**config.mk**
```make
export PLATFORM = sky130hd
export DESIGN_NAME = frame_arbiter
export DESIGN_NICKNAME = d
export VERILOG_FILES = /design/src/rtl/ovs_pkg.sv /design/src/rtl/rr_pick2.sv /design/src/rtl/frame_arbiter.sv
export SDC_FILE = /design/constraint.sdc
export NUM_CORES = 1
export LEC_CHECK = 0
export ABC_AREA = 1
export BUFFER_PORTS_ARGS = -buffer_cell sky130_fd_sc_hd__clkbuf_2
export CORE_MARGIN = 5
export CORE_UTILIZATION = 50
export CTS_BUF_LIST = sky130_fd_sc_hd__clkbuf_2 sky130_fd_sc_hd__clkbuf_4 sky130_fd_sc_hd__clkbuf_8
export DETAILED_ROUTE_END_ITERATION = 12
export PLACE_DENSITY = 0.71
export SYNTH_ARGS = -nofsm -noshare
export SYNTH_HDL_FRONTEND = slang
export SYNTH_HIERARCHICAL = 1
export SYNTH_SLANG_ARGS = --single-unit
```
**constraint.sdc**
```tcl
create_clock -name sys_clk -period 3.6 [get_ports sys_clk]
set_clock_uncertainty 0.2 [all_clocks]
set_input_delay 0.18 -clock sys_clk [delete_from_list [all_inputs] [get_ports sys_clk]]
set_output_delay 0.18 -clock sys_clk [all_outputs]
set_load 0.02 [all_outputs]
```
**src/rtl/ovs_pkg.sv**
```systemverilog
// Shared definitions for the rx-to-tx frame merging path.
package ovs_pkg;

  localparam int unsigned FIFO_W = 9;
  localparam int unsigned DV_BIT = 8;
  localparam logic [FIFO_W-1:0] END_WORD = 9'h000;

  typedef enum logic [1:0] {
    IDLE,
    SEND,
    DRAIN
  } state_t;

  // One-hot grant vector for a port index.
  function automatic logic [1:0] onehot2(input logic sel);
    return sel ? 2'b10 : 2'b01;
  endfunction

endpackage

```
**src/rtl/rr_pick2.sv**
```systemverilog
// Two-way round-robin pick: on contention the port that did not go last wins.
module rr_pick2
  import ovs_pkg::*;
(
  input  logic [1:0] req_i,
  input  logic       last_i,
  output logic [1:0] pick_o
);

  // Decode the request pair into a one-hot winner.
  always_comb begin
    pick_o = 2'b00;
    unique case (req_i)
      2'b01:   pick_o = 2'b01;
      2'b10:   pick_o = 2'b10;
      2'b11:   pick_o = onehot2(!last_i);
      default: pick_o = 2'b00;
    endcase
  end

endmodule

```
**src/rtl/frame_arbiter.sv**
```systemverilog
// Frame-granular 2:1 round-robin merge of two rx read FIFOs into one tx write FIFO.
// Frames are never interleaved; overlong frames are cut at MAX_LEN and closed
// with END_WORD, and the rest of the frame is drained from the source.
module frame_arbiter
  import ovs_pkg::*;
#(
  parameter int unsigned MAX_LEN = 1536,
  parameter int unsigned LEN_W   = 11,
  parameter int unsigned CNT_W   = 16
) (
  input  logic              sys_clk,
  input  logic              sys_rstn,
  input  logic [1:0]        port_en,
  output logic              rd0_en,
  input  logic [8:0]        rd0_data,
  input  logic              rd0_empty,
  output logic              rd1_en,
  input  logic [8:0]        rd1_data,
  input  logic              rd1_empty,
  output logic              wr_en,
  output logic [8:0]        wr_data,
  input  logic              wr_full,
  output logic [1:0]        grant,
  output logic [CNT_W-1:0]  frame_cnt0,
  output logic [CNT_W-1:0]  frame_cnt1,
  output logic [CNT_W-1:0]  trunc_cnt
);

  localparam logic [LEN_W-1:0] MAX_CNT = LEN_W'(MAX_LEN);

  state_t              state_q;
  logic                owner_q;     // port index of the current frame
  logic                last_q;      // port that completed the previous frame
  logic                rd_vld_q;    // a word requested last cycle is on rdN_data
  logic [LEN_W-1:0]    byte_cnt_q;

  logic [FIFO_W-1:0]   rd_word;
  logic                end_seen;
  logic                reading;
  logic [1:0]          req;
  logic [1:0]          pick;

  rr_pick2 u_pick (
    .req_i  (req),
    .last_i (last_q),
    .pick_o (pick)
  );

  // Read strobes and arbitration requests; end_seen blocks a read past the end marker.
  always_comb begin
    rd_word  = owner_q ? rd1_data : rd0_data;
    end_seen = rd_vld_q && !rd_word[DV_BIT];
    reading  = (state_q == SEND || state_q == DRAIN) && !wr_full && !end_seen;
    rd0_en   = reading && !owner_q && !rd0_empty;
    rd1_en   = reading &&  owner_q && !rd1_empty;
    req      = port_en & {!rd1_empty, !rd0_empty};
  end

  // Frame FSM with registered write port, grant and statistics.
  always_ff @(posedge sys_clk or negedge sys_rstn) begin
    if (!sys_rstn) begin
      state_q    <= IDLE;
      owner_q    <= 1'b0;
      last_q     <= 1'b1;
      rd_vld_q   <= 1'b0;
      byte_cnt_q <= '0;
      wr_en      <= 1'b0;
      wr_data    <= '0;
      grant      <= 2'b00;
      frame_cnt0 <= '0;
      frame_cnt1 <= '0;
      trunc_cnt  <= '0;
    end else begin
      rd_vld_q <= rd0_en | rd1_en;
      wr_en    <= 1'b0;
      unique case (state_q)
        IDLE: begin
          if (pick != 2'b00) begin
            state_q    <= SEND;
            grant      <= pick;
            owner_q    <= pick[1];
            byte_cnt_q <= '0;
          end
        end
        SEND: begin
          if (rd_vld_q) begin
            if (rd_word[DV_BIT]) begin
              if (byte_cnt_q < MAX_CNT) begin
                wr_en      <= 1'b1;
                wr_data    <= rd_word;
                byte_cnt_q <= byte_cnt_q + 1'b1;
              end else begin
                // Overlong: close the frame here and discard the remainder.
                wr_en     <= 1'b1;
                wr_data   <= END_WORD;
                trunc_cnt <= trunc_cnt + 1'b1;
                if (owner_q) frame_cnt1 <= frame_cnt1 + 1'b1;
                else         frame_cnt0 <= frame_cnt0 + 1'b1;
                last_q    <= owner_q;
                state_q   <= DRAIN;
              end
            end else if (byte_cnt_q != '0) begin
              wr_en   <= 1'b1;
              wr_data <= rd_word;
              if (owner_q) frame_cnt1 <= frame_cnt1 + 1'b1;
              else         frame_cnt0 <= frame_cnt0 + 1'b1;
              last_q  <= owner_q;
              grant   <= 2'b00;
              state_q <= IDLE;
            end else begin
              // Stray gap word with no payload: drop silently.
              grant   <= 2'b00;
              state_q <= IDLE;
            end
          end
        end
        DRAIN: begin
          if (end_seen) begin
            grant   <= 2'b00;
            state_q <= IDLE;
          end
        end
        default: state_q <= IDLE;
      endcase
    end
  end

endmodule

```
==> metrics.txt <==
# TYPE chip_impl_metric gauge
chip_impl_metric{name="antenna_found_initial",unit=""} 0
chip_impl_metric{name="portBuffers",unit=""} 86
chip_impl_metric{name="die_height",unit="µm"} 104.1
chip_impl_metric{name="cts_sinks",unit=""} 76
chip_impl_metric{name="post_route_cells_drive_above_1_share",unit=""} 0.2006
chip_impl_metric{name="ir_worst_vdd",unit="V"} 0.0002544
chip_impl_info{name="worstHoldPathType",value="in2reg"} 1
chip_impl_metric{name="initial_standard_cell_utilization_of_the_core",unit=""} 0.5107
chip_impl_metric{name="critical_path.max_fanout",unit=""} 16
chip_impl_info{name="crit_path_top_delay_cell",value="sky130_fd_sc_hd__dfrtp_1"} 1
chip_impl_metric{name="netlist_instances",unit=""} 585
chip_impl_metric{name="floorplan.rows",unit=""} 34
chip_impl_metric{name="worst_slew_margin_rel",unit=""} 0.3729
chip_impl_metric{name="drt.antenna.violating_nets",unit=""} 0
chip_impl_metric{name="pin_count",unit=""} 87
chip_impl_metric{name="timing.reg2reg.worst_path_depth",unit=""} 8
chip_impl_metric{name="clock_tree.buffer_depth",unit=""} 2
chip_impl_metric{name="h_tree_depth",unit=""} 3
chip_impl_metric{name="post_synth.cell_area_avg",unit="µm²"} 7.576
chip_impl_metric{name="critical_path_required",unit="ps"} 3620
chip_impl_info{name="synth_largest_area_cell",value="sky130_fd_sc_hd__dfrtp_1"} 1
chip_impl_metric{name="drv_cap",unit=""} 0
chip_impl_metric{name="core_area",unit="µm²"} 8678
chip_impl_metric{name="vias",unit=""} 4011
chip_impl_metric{name="final.period_utilization",unit=""} 0.6787
chip_impl_metric{name="antennaDiodeCount",unit=""} 0
chip_impl_metric{name="clock_latency_late_sink",unit="ps"} 350
chip_impl_metric{name="ys_seq_area_frac",unit=""} 0.4294
chip_impl_metric{name="cp_num_buf_inv",unit=""} 3
chip_impl_info{name="clk_root_buffer_cell",value="sky130_fd_sc_hd__clkbuf_8"} 1
chip_impl_metric{name="count_of_flip_flops_with_a_built_in_enable_after_synthesis",unit=""} 0
chip_impl_info{name="cp-end-kind",value="flip-flop"} 1
chip_impl_metric{name="number_of_buffers_added_by_the_clock_tree_synthesis_step",unit=""} 9
chip_impl_metric{name="gpl.final_weighted_congestion",unit=""} 0.8292
chip_impl_metric{name="first_global_vias",unit=""} 4009
chip_impl_metric{name="timing.final.crit_period",unit="ps"} 2443
chip_impl_metric{name="synth_top_area_share",unit=""} 0.4235
chip_impl_metric{name="worst_hold_slack",unit="ps"} 36.51
chip_impl_metric{name="report.final.hold_viol_count",unit=""} 0
chip_impl_metric{name="finish.net_count",unit=""} 716
chip_impl_metric{name="clkSlewWorstSetupHoldPaths",unit="ps"} 80
chip_impl_info{name="synth.cells.most_frequent",value="217 x sky130_fd_sc_hd__nand2_1, 75 x sky130_fd_sc_hd__dfrtp_1, 54 x sky130_fd_sc_hd__nor2_1"} 1
chip_impl_metric{name="layout.cell_area.non_filler",unit="µm²"} 5241
chip_impl_info{name="synth_most_common_cell",value="sky130_fd_sc_hd__nand2_1"} 1
chip_impl_info{name="hold_path_startpoint",value="rd1_data[6]"} 1
chip_impl_info{name="yosys_most_used_dff",value="sky130_fd_sc_hd__dfrtp_1"} 1
chip_impl_info{name="tritoncts_clock_tree",value="yes"} 1
chip_impl_metric{name="gr-total-overflow",unit=""} 0
chip_impl_metric{name="critical_path.max_stage_delay",unit="ps"} 840
chip_impl_info{name="worstPathCellList",value="inv_4 > nand2_2 > nand2_4 > inv_1 > nand2_1 > nand3b_1 > a21oi_1 > dlygate4sd3_1"} 1
chip_impl_metric{name="finalMaxSlewViolations",unit=""} 0
chip_impl_metric{name="die_width",unit="µm"} 104.1
chip_impl_metric{name="place_area",unit="µm²"} 4936
chip_impl_metric{name="layout-area-overhead-vs-synth",unit="%"} 18.27
chip_impl_metric{name="design.die.area",unit="µm²"} 10850
chip_impl_metric{name="maximum_number_of_pins_on_one_net_before_global_route_repair",unit=""} 77
chip_impl_metric{name="synth.ff_latch_count",unit=""} 76
chip_impl_info{name="top_cells_by_area_synth",value="sky130_fd_sc_hd__dfrtp_1 42%, sky130_fd_sc_hd__nand2_1 18%, sky130_fd_sc_hd__nor2_1 4.6%, sky130_fd_sc_hd__inv_1 4.3%, sky130_fd_sc_hd__nand3_1 4.0%"} 1
chip_impl_metric{name="critical_path_cell_count",unit=""} 8
chip_impl_info{name="critical_path.reg2reg.startpoint",value="owner_q"} 1
chip_impl_info{name="worst-setup-path-type",value="reg2reg"} 1
chip_impl_metric{name="power_per_cell_area",unit="nW/µm²"} 481.4
chip_impl_info{name="rsz0062_at_grt",value="false"} 1
chip_impl_metric{name="grt_pass1_wl",unit="mm"} 17.93
chip_impl_metric{name="async_s_r_ff_share_synth",unit=""} 1.000
chip_impl_metric{name="detailed_place_hpwl",unit="mm"} 7.358
chip_impl_metric{name="timing.fmax",unit="GHz"} 0.4093
chip_impl_metric{name="timing.critical_path.arrival",unit="ps"} 2470
chip_impl_metric{name="via_density_per_instance",unit=""} 5.039
chip_impl_metric{name="cts-resized-gates",unit=""} 0
chip_impl_info{name="critical_path.startpoint",value="owner_q"} 1
chip_impl_metric{name="routed_wirelength",unit="mm"} 10.10
chip_impl_metric{name="mappedNetlistNets",unit=""} 618
chip_impl_metric{name="synth_warnings",unit=""} 6
chip_impl_metric{name="final_core_utilization",unit=""} 0.6040
chip_impl_metric{name="timing.final.setup_violations",unit=""} 0
chip_impl_metric{name="cellLeakagePower",unit="nW"} 2.764
chip_impl_metric{name="gr-usage-all-layers",unit=""} 0.1935
chip_impl_metric{name="cts_hold_buf",unit=""} 11
chip_impl_metric{name="first_pass_iters",unit=""} 4
chip_impl_metric{name="ys_types",unit=""} 34
chip_impl_metric{name="drcViolationCount",unit=""} 0
chip_impl_metric{name="hold_depth",unit=""} 4
chip_impl_info{name="critPathTopFamily",value="flip-flops"} 1
chip_impl_metric{name="finalSetupTns",unit="ps"} 0
chip_impl_metric{name="synth_area",unit="µm²"} 4432
chip_impl_metric{name="wl_per_cell",unit="µm"} 12.69
chip_impl_metric{name="worst_max_slew_pin_slew",unit="ps"} 940.6
chip_impl_info{name="run_status",value="finished clean"} 1
chip_impl_metric{name="drtIter0Drc",unit=""} 216
chip_impl_metric{name="post-cts-setup-buffer-count",unit=""} 0
chip_impl_info{name="startpoint_type",value="flip-flop"} 1
[worst min-delay path, cell delays in order]
cell and delay (ps):
sky130_fd_sc_hd__clkbuf_2 70, sky130_fd_sc_hd__or2_2 90, sky130_fd_sc_hd__o211ai_1 80, sky130_fd_sc_hd__o21ai_0 130
[cells in the final DEF (no fill, tap or decap), types with 5 or more instances in the layout]
| cell | instances |
|---|---|
| sky130_fd_sc_hd__inv_1 | 51 |
| sky130_fd_sc_hd__xor2_1 | 19 |
| sky130_fd_sc_hd__clkbuf_2 | 85 |
| sky130_fd_sc_hd__dfrtp_1 | 75 |
| sky130_fd_sc_hd__nor3_1 | 13 |
| sky130_fd_sc_hd__o21ai_0 | 18 |
| sky130_fd_sc_hd__nand2_1 | 217 |
| sky130_fd_sc_hd__nand4_1 | 13 |
| sky130_fd_sc_hd__nand3_1 | 35 |
| sky130_fd_sc_hd__ha_1 | 8 |
| sky130_fd_sc_hd__nand2_4 | 5 |
| sky130_fd_sc_hd__xnor2_1 | 15 |
| sky130_fd_sc_hd__o211ai_1 | 8 |
| sky130_fd_sc_hd__nor2_4 | 5 |
| sky130_fd_sc_hd__or2_2 | 11 |
| sky130_fd_sc_hd__nor2_1 | 54 |
| sky130_fd_sc_hd__dlygate4sd3_1 | 11 |
| sky130_fd_sc_hd__clkbuf_8 | 9 |
[layout make-up]
class                   count  area [µm²]
clock buffers              10       131.4
clock inverters             6       63.81
fillers                   811        3437
inverters                  55       210.2
multi-input cells         444        2255
flip-flops and latches     76        1903
well taps                 108       135.1
repair buffers             97       543.0
[layer usage]
metal / track usage / wire length (µm)
met4: 0.07678 / 247
met2: 0.3342 / 4995
met5: 0 / 0
met3: 0.03600 / 373
met1: 0.2377 / 4481
[registers in the layout, summed over array words and instances (netlist names)]
name / cells
state_q: 2
wr_data: 9
wr_en: 1
rd_vld_q: 1
owner_q: 1
byte_cnt_q: 11
frame_cnt0: 16
trunc_cnt: 16
frame_cnt1: 16
last_q: 1
grant: 2
[logic make-up after synthesis]
| logic type | Yosys count | share of synthesized area |
|---|---|---|
| AND/OR/NAND/NOR | 366 | 0.3690 |
| flip-flops | 76 | 0.4294 |
| buffers and inverters | 65 | 0.06183 |
| AO/OA/AOI/OAI | 36 | 0.04997 |
| XOR/XNOR | 34 | 0.06719 |
| adder cells (fa/ha/maj) | 8 | 0.02259 |
[final timing paths]
check	slack [ps]	endpoint
max	1160	rd_vld_q
min	40	wr_data[6]
max reg2reg	1160	rd_vld_q
min reg2reg	290	grant[0]
max in group asynchronous	2290	frame_cnt1[14]
min in group asynchronous	300	frame_cnt0[14]
[where the power goes]
group          total, mW  internal (mW)  switching [mW]  leakage [nW]
registers           1.08          0.961           0.124          1.02
logic              0.785          0.261           0.525          1.65
clock network      0.653          0.328           0.325        0.0961
[through the flow]
| step | power [mW] | cells | setup slack, ps |
|---|---|---|---|
| floorplan | 1.658 | 585 | 1774 |
| global placement | 1.847 | 769 | 1349 |
| detailed placement | 1.873 | 769 | 1295 |
| CTS | 2.542 | 796 | 1170 |
| global route | 2.693 | 796 | 1029 |
| finish | 2.523 | 796 | 1157 |
Note: power is estimated with default switching activity, not from simulation.
